<file path="src/rtl/iter_divider.sv">
// -----------------------------------------------------------------------------
// iter_divider
//   Iterative signed divider. It uses one restoring-division step per clock on
//   the operand magnitudes, then applies a one-cycle sign/flag fix-up.
//   Results truncate toward zero, and the remainder takes the dividend's sign.
//
// Ports
//   clk          single clock, rising edge
//   rst          synchronous active-high reset
//   start        begin a division (looked at only when busy=0)
//   dividend     signed numerator, captured on an accepted start
//   divisor      signed denominator, captured on an accepted start
//   busy         high while CALC/FIX are running
//   done         one-cycle pulse when results are valid
//   quotient     signed quotient (held until the next done)
//   remainder    signed remainder (held until the next done)
//   div_by_zero  divisor was zero: quotient=-1, remainder=dividend
//   overflow     most-negative / -1: quotient wraps to most-negative, remainder=0
// -----------------------------------------------------------------------------
module iter_divider #(
  parameter int WIDTH = 8
) (
  input  logic             clk,
  input  logic             rst,
  input  logic             start,
  input  logic [WIDTH-1:0] dividend,
  input  logic [WIDTH-1:0] divisor,
  output logic             busy,
  output logic             done,
  output logic [WIDTH-1:0] quotient,
  output logic [WIDTH-1:0] remainder,
  output logic             div_by_zero,
  output logic             overflow
);

  localparam int CW = (WIDTH > 2) ? $clog2(WIDTH) : 1;
  localparam logic [CW-1:0]    LAST     = CW'(WIDTH - 1);
  localparam logic [WIDTH-1:0] MOST_NEG = {1'b1, {(WIDTH-1){1'b0}}};
  localparam logic [WIDTH:0]   MAG_ONE  = {{WIDTH{1'b0}}, 1'b1};

  typedef enum logic [1:0] {IDLE, CALC, FIX, DONE} state_t;

  state_t           state;
  logic [CW-1:0]    cnt;
  logic [WIDTH-1:0] q_work;
  logic [WIDTH:0]   r_work;
  logic [WIDTH:0]   d_mag;
  logic [WIDTH-1:0] a_orig;
  logic             a_neg;
  logic             b_neg;

  logic [WIDTH:0]   dvd_ext;
  logic [WIDTH:0]   dvs_ext;
  logic [WIDTH:0]   dvd_mag;
  logic [WIDTH:0]   dvs_mag;
  logic [WIDTH:0]   r_shift;
  logic [WIDTH:0]   r_diff;
  logic             r_ge;
  logic [WIDTH-1:0] r_mag;
  logic             unused_bits;

  // Operand magnitudes are formed one bit wider than the operands. This lets
  // the most-negative value negate to its true positive magnitude instead of
  // wrapping back to itself.
  always_comb begin
    dvd_ext = {dividend[WIDTH-1], dividend};
    dvs_ext = {divisor[WIDTH-1], divisor};
    dvd_mag = dvd_ext[WIDTH] ? -dvd_ext : dvd_ext;
    dvs_mag = dvs_ext[WIDTH] ? -dvs_ext : dvs_ext;
  end

  // This is one restoring step. The next dividend bit (MSB first out of
  // q_work) is shifted into the partial remainder, and a trial subtraction is
  // tried. The subtraction is kept only when it does not go negative.
  always_comb begin
    r_shift = {r_work[WIDTH-1:0], q_work[WIDTH-1]};
    r_diff  = r_shift - d_mag;
    r_ge    = (r_shift >= d_mag);
    r_mag   = r_work[WIDTH-1:0];
  end

  // The top magnitude bits are always zero once a value has been negated:
  // |dividend| <= 2^(WIDTH-1) and the remainder is always below |divisor|.
  // These bits are folded here so that dropping them is deliberate.
  assign unused_bits = ^{dvd_mag[WIDTH], r_work[WIDTH]};

  // This is the main control FSM. It has registered outputs.
  // IDLE/DONE accept a start and capture operands. CALC shifts out WIDTH
  // quotient bits. FIX applies signs and special cases, and writes the result
  // registers on the way into DONE. DONE is therefore the only cycle with
  // done=1. A start seen in DONE goes straight back to CALC, which allows
  // back-to-back operation.
  always_ff @(posedge clk) begin
    if (rst) begin
      state       <= IDLE;
      cnt         <= '0;
      q_work      <= '0;
      r_work      <= '0;
      d_mag       <= '0;
      a_orig      <= '0;
      a_neg       <= 1'b0;
      b_neg       <= 1'b0;
      busy        <= 1'b0;
      done        <= 1'b0;
      quotient    <= '0;
      remainder   <= '0;
      div_by_zero <= 1'b0;
      overflow    <= 1'b0;
    end else begin
      done <= 1'b0;
      case (state)
        IDLE, DONE: begin
          if (start) begin
            q_work <= dvd_mag[WIDTH-1:0];
            r_work <= '0;
            d_mag  <= dvs_mag;
            a_orig <= dividend;
            a_neg  <= dividend[WIDTH-1];
            b_neg  <= divisor[WIDTH-1];
            cnt    <= '0;
            busy   <= 1'b1;
            state  <= CALC;
          end else begin
            state <= IDLE;
          end
        end
        CALC: begin
          r_work <= r_ge ? r_diff : r_shift;
          q_work <= {q_work[WIDTH-2:0], r_ge};
          cnt    <= cnt + CW'(1);
          if (cnt == LAST) begin
            state <= FIX;
          end
        end
        FIX: begin
          if (d_mag == '0) begin
            quotient    <= '1;
            remainder   <= a_orig;
            div_by_zero <= 1'b1;
            overflow    <= 1'b0;
          end else if (a_orig == MOST_NEG && b_neg && d_mag == MAG_ONE) begin
            quotient    <= MOST_NEG;
            remainder   <= '0;
            div_by_zero <= 1'b0;
            overflow    <= 1'b1;
          end else begin
            // Negating a zero magnitude stays zero, so the quotient only
            // becomes negative when it is non-zero.
            quotient    <= (a_neg ^ b_neg) ? -q_work : q_work;
            remainder   <= a_neg ? -r_mag : r_mag;
            div_by_zero <= 1'b0;
            overflow    <= 1'b0;
          end
          busy  <= 1'b0;
          done  <= 1'b1;
          state <= DONE;
        end
        default: begin
          busy  <= 1'b0;
          state <= IDLE;
        end
      endcase
    end
  end

endmodule
</file>
<file path="config.mk">
export PLATFORM = sky130hd
export DESIGN_NAME = iter_divider
export DESIGN_NICKNAME = d
export VERILOG_FILES = /design/src/rtl/iter_divider.sv
export SDC_FILE = /design/constraint.sdc
export NUM_CORES = 1
export LEC_CHECK = 0
export ABC_AREA = 1
export BUFFER_PORTS_ARGS = -buffer_cell sky130_fd_sc_hd__buf_2
export CORE_MARGIN = 4
export CORE_UTILIZATION = 50
export DETAILED_ROUTE_END_ITERATION = 8
export PLACE_DENSITY = 0.7
export SYNTH_ARGS = -nofsm -noshare
export SYNTH_HDL_FRONTEND = slang
export SYNTH_SLANG_ARGS = --single-unit
export TNS_END_PERCENT = 20
</file>
<file path="constraint.sdc">
create_clock -name clk -period 4.95 [get_ports clk]
set_input_delay 0.2475 -clock clk [delete_from_list [all_inputs] [get_ports clk]]
set_output_delay 0.2475 -clock clk [all_outputs]
set_load 0.03 [all_outputs]
</file>
# Yosys cells after proc, flatten, opt, wreduce, memory -nomap -nowiden
# Cells that the tools add are included.
[classes]
n_addsub = 6
order_cmp = 1
eq_ne = 8
muxes = 24
bitwise_logic = 1
reduce_logical = 10
[op_table]
columns = ["operator", "n"]
rows = [
  ["8-bit two-way mux", 10],
  ["8-bit one-hot mux with 2 select lines", 2],
  ["8-bit negator", 3],
  ["9-bit by 1-bit equality test with 1-bit output (second input constant)", 1],
  ["9-bit greater-or-equal comparator", 1],
  ["9-bit zero test", 1],
  ["9-bit two-way mux", 1],
  ["9-bit negator", 1],
  ["8-bit equality test (second input constant)", 1],
  ["8-bit subtractor", 1],
  ["1-bit two-way mux", 6],
  ["2-bit one-hot mux with 3 select lines", 1],
  ["3-bit one-hot mux with 2 select lines", 1],
  ["2-bit AND reduction", 3],
  ["2-bit equality test (second input constant)", 2],
  ["2-bit != test (second input constant)", 2],
  ["2-bit nonzero test", 2],
  ["3-bit by 1-bit adder with 3-bit output (second input constant)", 1],
  ["3-bit equality test (second input constant)", 1],
  ["3-bit two-way mux", 1],
  ["2-bit by 1-bit equality test with 1-bit output (second input constant)", 1],
  ["1-bit logical AND", 2],
  ["2-bit zero test", 1],
  ["2-bit two-way mux", 1],
  ["3 further kinds", 3],
]
[totals]
regBits = 60
input_bits = 19
output_inout_bits = 20
elab_cells = 64

# Longest topological paths before layout
# Gate-level depths: netlist of run 1.
[logic_depth]
word_depth = 5
depth_mapped = 13
depth_no_buf = 13

# Worst setup path after synthesis of run 1
# No wires, ideal clock.
[synth_timing]
path_kind = "reg-to-reg"
from = "register q_work[7]"
to = "register r_work[6]"
setup_ns = 0.070
arrival_time_ns = 1.558
required_ns = 4.880
slack_ns = 3.322
stages_incl_launch_ff = 14
path_buffers = 0
synth_period_minus_slack_ns = 1.628
path_cell_list = "dfxtp_1 -> inv_1 -> ha_1 -> inv_1 -> fa_1 -> nand3_1 -> nand2_1 -> nand2_1 -> nand2_1 -> nand2_1 -> nand2_1 -> nand2_1 -> nand3_2 -> a21oi_2"
[synth_between]
elab_chain_cells = 3
word_cells_on_any_way = 4
classes_between = "add/sub (1); order compare (1); mux (2)"
[synth_lines]
columns = ["element", "line", "text"]
rows = [
  ["start: declaration", "45", "logic [WIDTH-1:0] q_work;"],
  ["start signal: assignment", "114", "q_work <= dvd_mag[WIDTH-1:0];"],
  ["start signal: assignment", "129", "q_work <= {q_work[WIDTH-2:0], r_ge};"],
  ["8-bit subtractor / 9-bit greater-or-equal comparator (equally long branches)", "77, 78", ""],
  ["8-bit two-way mux (*)", "128", "r_work <= r_ge ? r_diff : r_shift;"],
  ["8-bit one-hot mux with 2 select lines (*)", "111", "case (state)"],
  ["end signal: assignment", "128", ""],
  ["end: declaration", "46", "logic [WIDTH:0] r_work;"],
]
# Mark *: on every way between the ends. The rest lies on a longest branch, timed or not.
# A chain may end at the register's enable or synchronous reset.

# Worst setup path in the final report of run 1
[layout_timing]
from = "register state[0]"
to = "register r_work[1]"
[layout_between]
elab_chain_cells = 4
word_cells_on_any_way = 8
classes_between = "eq/ne (3); mux (1); reduce/logical (4)"
[layout_lines]
columns = ["element", "line", "text"]
rows = [
  ["start: declaration", "43", "state_t state;"],
  ["start signal: assignment", "95", "state <= IDLE;"],
  ["start signal: assignment", "122", "state <= CALC;"],
  ["start signal: assignment", "124", "state <= IDLE;"],
  ["2-bit equality test / 2-bit zero test (equally long branches)", "111", ""],
  ["2-bit OR reduction", "111", ""],
  ["2-bit != test (no source line) / 2-bit nonzero test (equally long branches)", "n/a", ""],
  ["2-bit AND reduction (no source line)", "n/a", ""],
]
# Several ways; a longest one is shown, not always the timed one.

==> flow_summary.toml, run 1 <==
[run_status]
outcome = "finished clean"

[drt]
wl_per_cell_um = 13.5
dr.pass1.iters = 4
drt_first_iter_violations = 180
drc = 0
num_vias = 3452
ant_nets = 0
vias_per_cell = 5.26
wirelength_um = 8880

[sta]
setup_violations = 0
hold_ws_ns = 0.193
rsz0062_at_grt = "false"
min_period_ns = 2.32
finalHoldViolCount = 0
fmax_ghz = 0.431
fin_crit_sh_pct = 46.9
worst_pin_slew_ns = 0.851
fin_tns_setup_ns = 0
relSlewSlack_pct = 43.2
skew_ns = 0.00788
final_max_slew_viol_count = 0

[logic_synthesis]
netlist_instances = 524
synth-main-ff-cell = "dfxtp_1"
yosys.area_share.simple_pct = 29.6
synth_compound_area_share_pct = 16.8
synthesis.area_um2 = 3620
seq_area_frac_synth_pct = 32.6
synth-edff-count = 0
yosys.area_share.adder_pct = 6.42
ys_async_sr_fraction_pct = 0
synth-xor-area-share_pct = 4.59
synth_top_family_by_area = "simple AND/OR/NAND/NOR gates"
yosys_warnings = 0
syn_area_per_cell_um2 = 6.92
synth_fp_nets = 561
muxShareOfSynthArea_pct = 0
synth_cell_type_count = 39
ys_seq_elements = 59

[floorplanning]
num_rows = 30
die_x_um = 93.1
initial_core_util_pct = 52.5
dieArea_um2 = 8670
die_h_um = 93.1
io_pins = 39
core_area_um2 = 6910

[min_path]
hold_end = "d_mag[0]$_SDFFE_PP0P_"
hold_depth = 3
hold_path.class = "in2reg"
min_from = "divisor[0]"

[cts]
root_buffer = "clkbuf_8"
hold_buffers = 0
numClockSinks = 59
h-tree-depth = 3
cts_resized = 0
cts_tree = "yes"
postCtsSetupRepairBufs = 0
clk_latency_ns = 0.34
clk_pin_slew_worst_paths_ns = 0.07
clock_path_buffers = 2
numCtsBuffers = 9

[worst_setup_path]
crit_path_cell_trace = "inv_1, ha_1, nand2_1, o21ai_4, inv_1, nand2_1, a21oi_2"
cp_data_arrival_time_ns = 2.59
ff2ff_setup_slack_ns = 2.63
cp-end-kind = "flop"
r2r_end = "r_work[1]$_SDFFE_PP0P_"
start_kind = "flop"
r2r-start = "state[0]$_SDFFE_PP0P_"
critPathBufInv = 2
crit_family = "simple AND/OR/NAND/NOR gates"
path_class = "reg2reg"
reg2reg_depth = 7
slowest_delay_ns = 0.52
slowest_stage = "nand2_1"
cp.required_ns = 5.22
crit_fanout = 21

[global_route]
grt_pass1_wl_um = 15200
grt_use_total_pct = 21.9
first_global_vias = 3235
grt_start_max_net_pins = 33
overflow = 0
antenna_found_initial = 0

[place]
port_buffers = 38
routabilityCongestion = 0.948
dp_hpwl_um = 6780

[finish]
insertedDiodeCount = 0
drive_gt1_share_pct = 17.1
synthToLayoutAreaGrowth_pct = 12.3
multi_input_area_um2 = 2080
final_common_cell = "nand2_1"
fin_nets = 592
fill_cells = 685
final_util_pct = 58.9
ff_latch_area_um2 = 1180
layout_common_cells = "nand2_1, inv_1, dfxtp_1"

[run]
drv_cap = 0

[pwr]
p_per_area_nw_per_um2 = 580
power_w = 0.00236
p_leak_nw = 1.90
vdd_ir_drop_max_mv = 0.390
[how the worst max path moves through the flow]
| stage | from | to | slack (ns) | depth (start not counted) |
|---|---|---|---|---|
| finish | state[0]$_SDFFE_PP0P_ | r_work[1]$_SDFFE_PP0P_ | 2.63 | 7 |
| global route | state[0]$_SDFFE_PP0P_ | state[0]$_SDFFE_PP0P_ | 2.41 | 8 |
| CTS | state[0]$_SDFFE_PP0P_ | q_work[0]$_SDFFE_PP0P_ | 2.66 | 8 |
| detailed placement | state[0]$_SDFFE_PP0P_ | q_work[0]$_SDFFE_PP0P_ | 2.67 | 8 |
| global placement | state[0]$_SDFFE_PP0P_ | q_work[0]$_SDFFE_PP0P_ | 2.76 | 8 |
| floorplan | q_work[7]$_SDFFE_PP0P_ | r_work[6]$_SDFFE_PP0P_ | 3.32 | 13 |
[cell usage after synthesis (all sizes together), types with 2 or more instances]
library cell / n / share of area, %
nand3: 44 / 7.7
buf: 11 / 1.8
o21ai: 48 / 6.9
inv: 72 / 7.5
ha: 17 / 5.9
xor2: 15 / 3.6
nand2: 131 / 14
dfxtp: 59 / 33
nor2: 31 / 4.2
nand3b: 2 / 0.41
o211ai: 2 / 0.41
nor3: 10 / 1.7
nand4: 5 / 1.0
a21oi: 55 / 8.4
xnor2: 4 / 0.97
or2: 2 / 0.35
clkbuf: 7 / 0.73
[metal layers]
layer	up-vias	track usage (%)	share of wire, %
met5	-	0	0
met4	0	6.96	1.2
met3	13	4.91	5.8
met2	95	35.2	46
met1	1571	29.1	47
li1	1773	-	-
[worst reg2reg max path, cell delays in order (launching register included)]
cell     delay (ns)
dfxtp_1        0.36
inv_1          0.05
ha_1           0.35
nand2_1        0.52
o21ai_4        0.24
inv_1          0.42
nand2_1        0.14
a21oi_2        0.17
[kinds of logic (layout without fill, tap and decap cells)]
logic type	Yosys count	count (layout)
simple gates	227	227
compound gates	110	110
buf+inv	91	127
flops	59	59
xor+xnor	19	19
fa+ha+maj	18	18
[cell type report]
class / count / area share [%]
clock buffers: 10 / 3.38
multi-input cells: 374 / 51.1
well taps: 96 / 2.95
inverters: 73 / 6.73
clock inverters: 6 / 2.18
repair buffers: 38 / 4.67
flip-flops and latches: 59 / 29.0
[state kept, by name, indices dropped and copies added, names as in the netlist]
signal       cells
quotient         8
cnt              3
remainder        8
state            2
busy             1
q_work           8
d_mag            9
div_by_zero      1
r_work           8
overflow         1
a_orig           8
b_neg            1
done             1
[report_power, final]
group	switching (W)	internal, W
clock	0.000202	0.000297
sequential	0.0000782	0.000588
combinational	0.000817	0.000379
[metrics by stage]
step                setup slack, ns  std cells  cell area [um^2]
CTS                            2.66        656              4070
global route                   2.41        656              4070
floorplan                      3.32        524              3620
global placement               2.76        640              3840
detailed placement             2.67        640              3840
finish                         2.63        656              4070
No activity file was read; power rests on OpenSTA's default activity.
==> inputs of run 2 (changes only) <==
clock period = 2.4 ns   (was 4.95 ns; I/O delays follow)
==> run 2 against run 1 <==
Clock skew is 0.0025 ns higher. Flip-flop and latch count unchanged. Core utilization shrank 0.31 points. Critical path depth grew 1. Largest power group unchanged. Via count down 1.2%. Wire length is 1.4% lower. Global-route usage decreased by 0.81 points. Fmax is 17% higher. Critical endpoint is now q_work[0]$_SDFFE_PP0P_. Largest cell class unchanged. Cell count rose by 0.76%.
==> flow_summary.toml, run 2 (synthesis gave the netlist of run 1 again) <==
[run_status]
outcome = "finished clean"

[worst_setup_path]
r2r-start = "state[0]$_SDFFE_PP0P_"
crit_fanout = 15
ff2ff_setup_slack_ns = 0.41
cp.required_ns = 2.67
cp_data_arrival_time_ns = 2.26
start_kind = "flop"
cp-end-kind = "flop"
path_class = "reg2reg"
endpoint = "q_work[0]$_SDFFE_PP0P_"
reg2reg_depth = 8
r2r_end = "q_work[0]$_SDFFE_PP0P_"
startpoint = "state[0]$_SDFFE_PP0P_"

[cts]
clk_pin_slew_worst_paths_ns = 0.07
hold_buffers = 0
numCtsBuffers = 9
cts_tree = "yes"
h-tree-depth = 3
clk_latency_ns = 0.34
root_buffer = "clkbuf_8"
numClockSinks = 59
cts_resized = 0
postCtsSetupRepairBufs = 0
clock_path_buffers = 2

[floorplanning]
num_rows = 30
core_area_um2 = 6910
io_pins = 39
dieArea_um2 = 8670
initial_core_util_pct = 52.5
die_x_um = 93.1
die_h_um = 93.1

[global_route]
antenna_found_initial = 0
overflow = 0
grt_pass1_wl_um = 14500
first_global_vias = 3125
grt_use_total_pct = 21.1
grt_start_max_net_pins = 33

[finish]
synthToLayoutAreaGrowth_pct = 11.7
fill_cells = 716
layoutNonFillerInstCount = 661
final_common_cell = "nand2_1"
layout_common_cells = "nand2_1, inv_1, dfxtp_1"
final_area_um2 = 4050
largest_reg_flops = 9
fin_nets = 597
final_util_pct = 58.6
drive_gt1_share_pct = 17.9
insertedDiodeCount = 0
top_register = "d_mag"

[sta]
worst_pin_slew_ns = 0.867
relSlewSlack_pct = 42.1
final_max_slew_viol_count = 0
fin_tns_setup_ns = 0
setup_violations = 0
rsz0062_at_grt = "false"
finalHoldViolCount = 0
skew_ns = 0.0103
fin_crit_sh_pct = 82.8
fmax_ghz = 0.503
min_period_ns = 1.99

[drt]
vias_per_cell = 5.16
drc = 0
drt_first_iter_violations = 190
num_vias = 3411
wirelength_um = 8750
dr.pass1.iters = 5
ant_nets = 0
wl_per_cell_um = 13.2

[place]
port_buffers = 38
dp_hpwl_um = 6850
placedCellCount = 645
routabilityCongestion = 0.883
place_area_um2 = 3880

[pwr]
p_per_area_nw_per_um2 = 1150
p_leak_nw = 1.90
vdd_ir_drop_max_mv = 0.533

[run]
drv_cap = 0

[min_path]
hold_path.class = "in2reg"
-- run 2: changes by cell type in the layout (fill, tap and decap cells not counted), sizes merged --
cell    before  now
buf         38   43
bufinv       2    0
clkbuf      10    9
clkinv       3    5
inv         72   73
-- run 2: stage by stage --
step	setup WS (ns)	hold WS (ns)	power (W)
6_report	0.414	0.0828	0.00465
3_5_place_dp	0.444	0.428	0.00387
3_3_place_gp	0.527	0.404	0.00382
4_1_cts	0.425	0.0710	0.00466
2_1_floorplan	0.772	0.274	0.00332
5_1_grt	0.236	0.0708	0.00506
-- run 2: per-layer routing --
layer / GRT usage (%) / vias to the layer above / part of all wire, % / wire length (um)
met4: 5.13 / 0 / 0.99 / 87
li1: - / 1776 / - / -
met3: 5.87 / 7 / 5.9 / 518
met1: 29.3 / 1532 / 49 / 4270
met2: 32.3 / 96 / 44 / 3870
met5: 0 / - / 0 / 0
-- run 2: final cells by class --
| class | count | area, um^2 | area share, % |
|---|---|---|---|
| clock buffer | 9 | 124 | 3.06 |
| clock inverter | 7 | 43.8 | 1.08 |
| inverter | 73 | 274 | 6.77 |
| multi-input combinational | 374 | 2080 | 51.3 |
| sequential | 59 | 1180 | 29.2 |
| tap | 96 | 120 | 2.97 |
| timing repair buffer | 43 | 228 | 5.62 |
-- run 2: how the worst min path moves through the flow --
stage	start	to	slack, ns	cells after the start
2_1_floorplan	divisor[0]	d_mag[0]$_SDFFE_PP0P_	0.27	2
3_3_place_gp	divisor[0]	d_mag[0]$_SDFFE_PP0P_	0.40	3
3_5_place_dp	divisor[0]	d_mag[0]$_SDFFE_PP0P_	0.43	3
4_1_cts	divisor[0]	d_mag[0]$_SDFFE_PP0P_	0.07	3
5_1_grt	divisor[6]	d_mag[7]$_SDFFE_PP0P_	0.07	4
6_report	divisor[6]	d_mag[6]$_SDFFE_PP0P_	0.08	3
-- run 2: critical path: stages (launching register included) --
cell and delay [ns]:
dfxtp_1 0.36, inv_1 0.05, ha_1 0.36, nand2_1 0.21, o21ai_4 0.21, inv_1 0.31, a21oi_1 0.19, o21ai_0 0.10
a21oi_1 0.12
-- run 2: power breakdown --
group / switching [W] / total, W / internal, W
sequential: 0.000160 / 0.00137 / 0.00121
clock: 0.000418 / 0.000787 / 0.000369
combinational: 0.00168 / 0.00249 / 0.000815
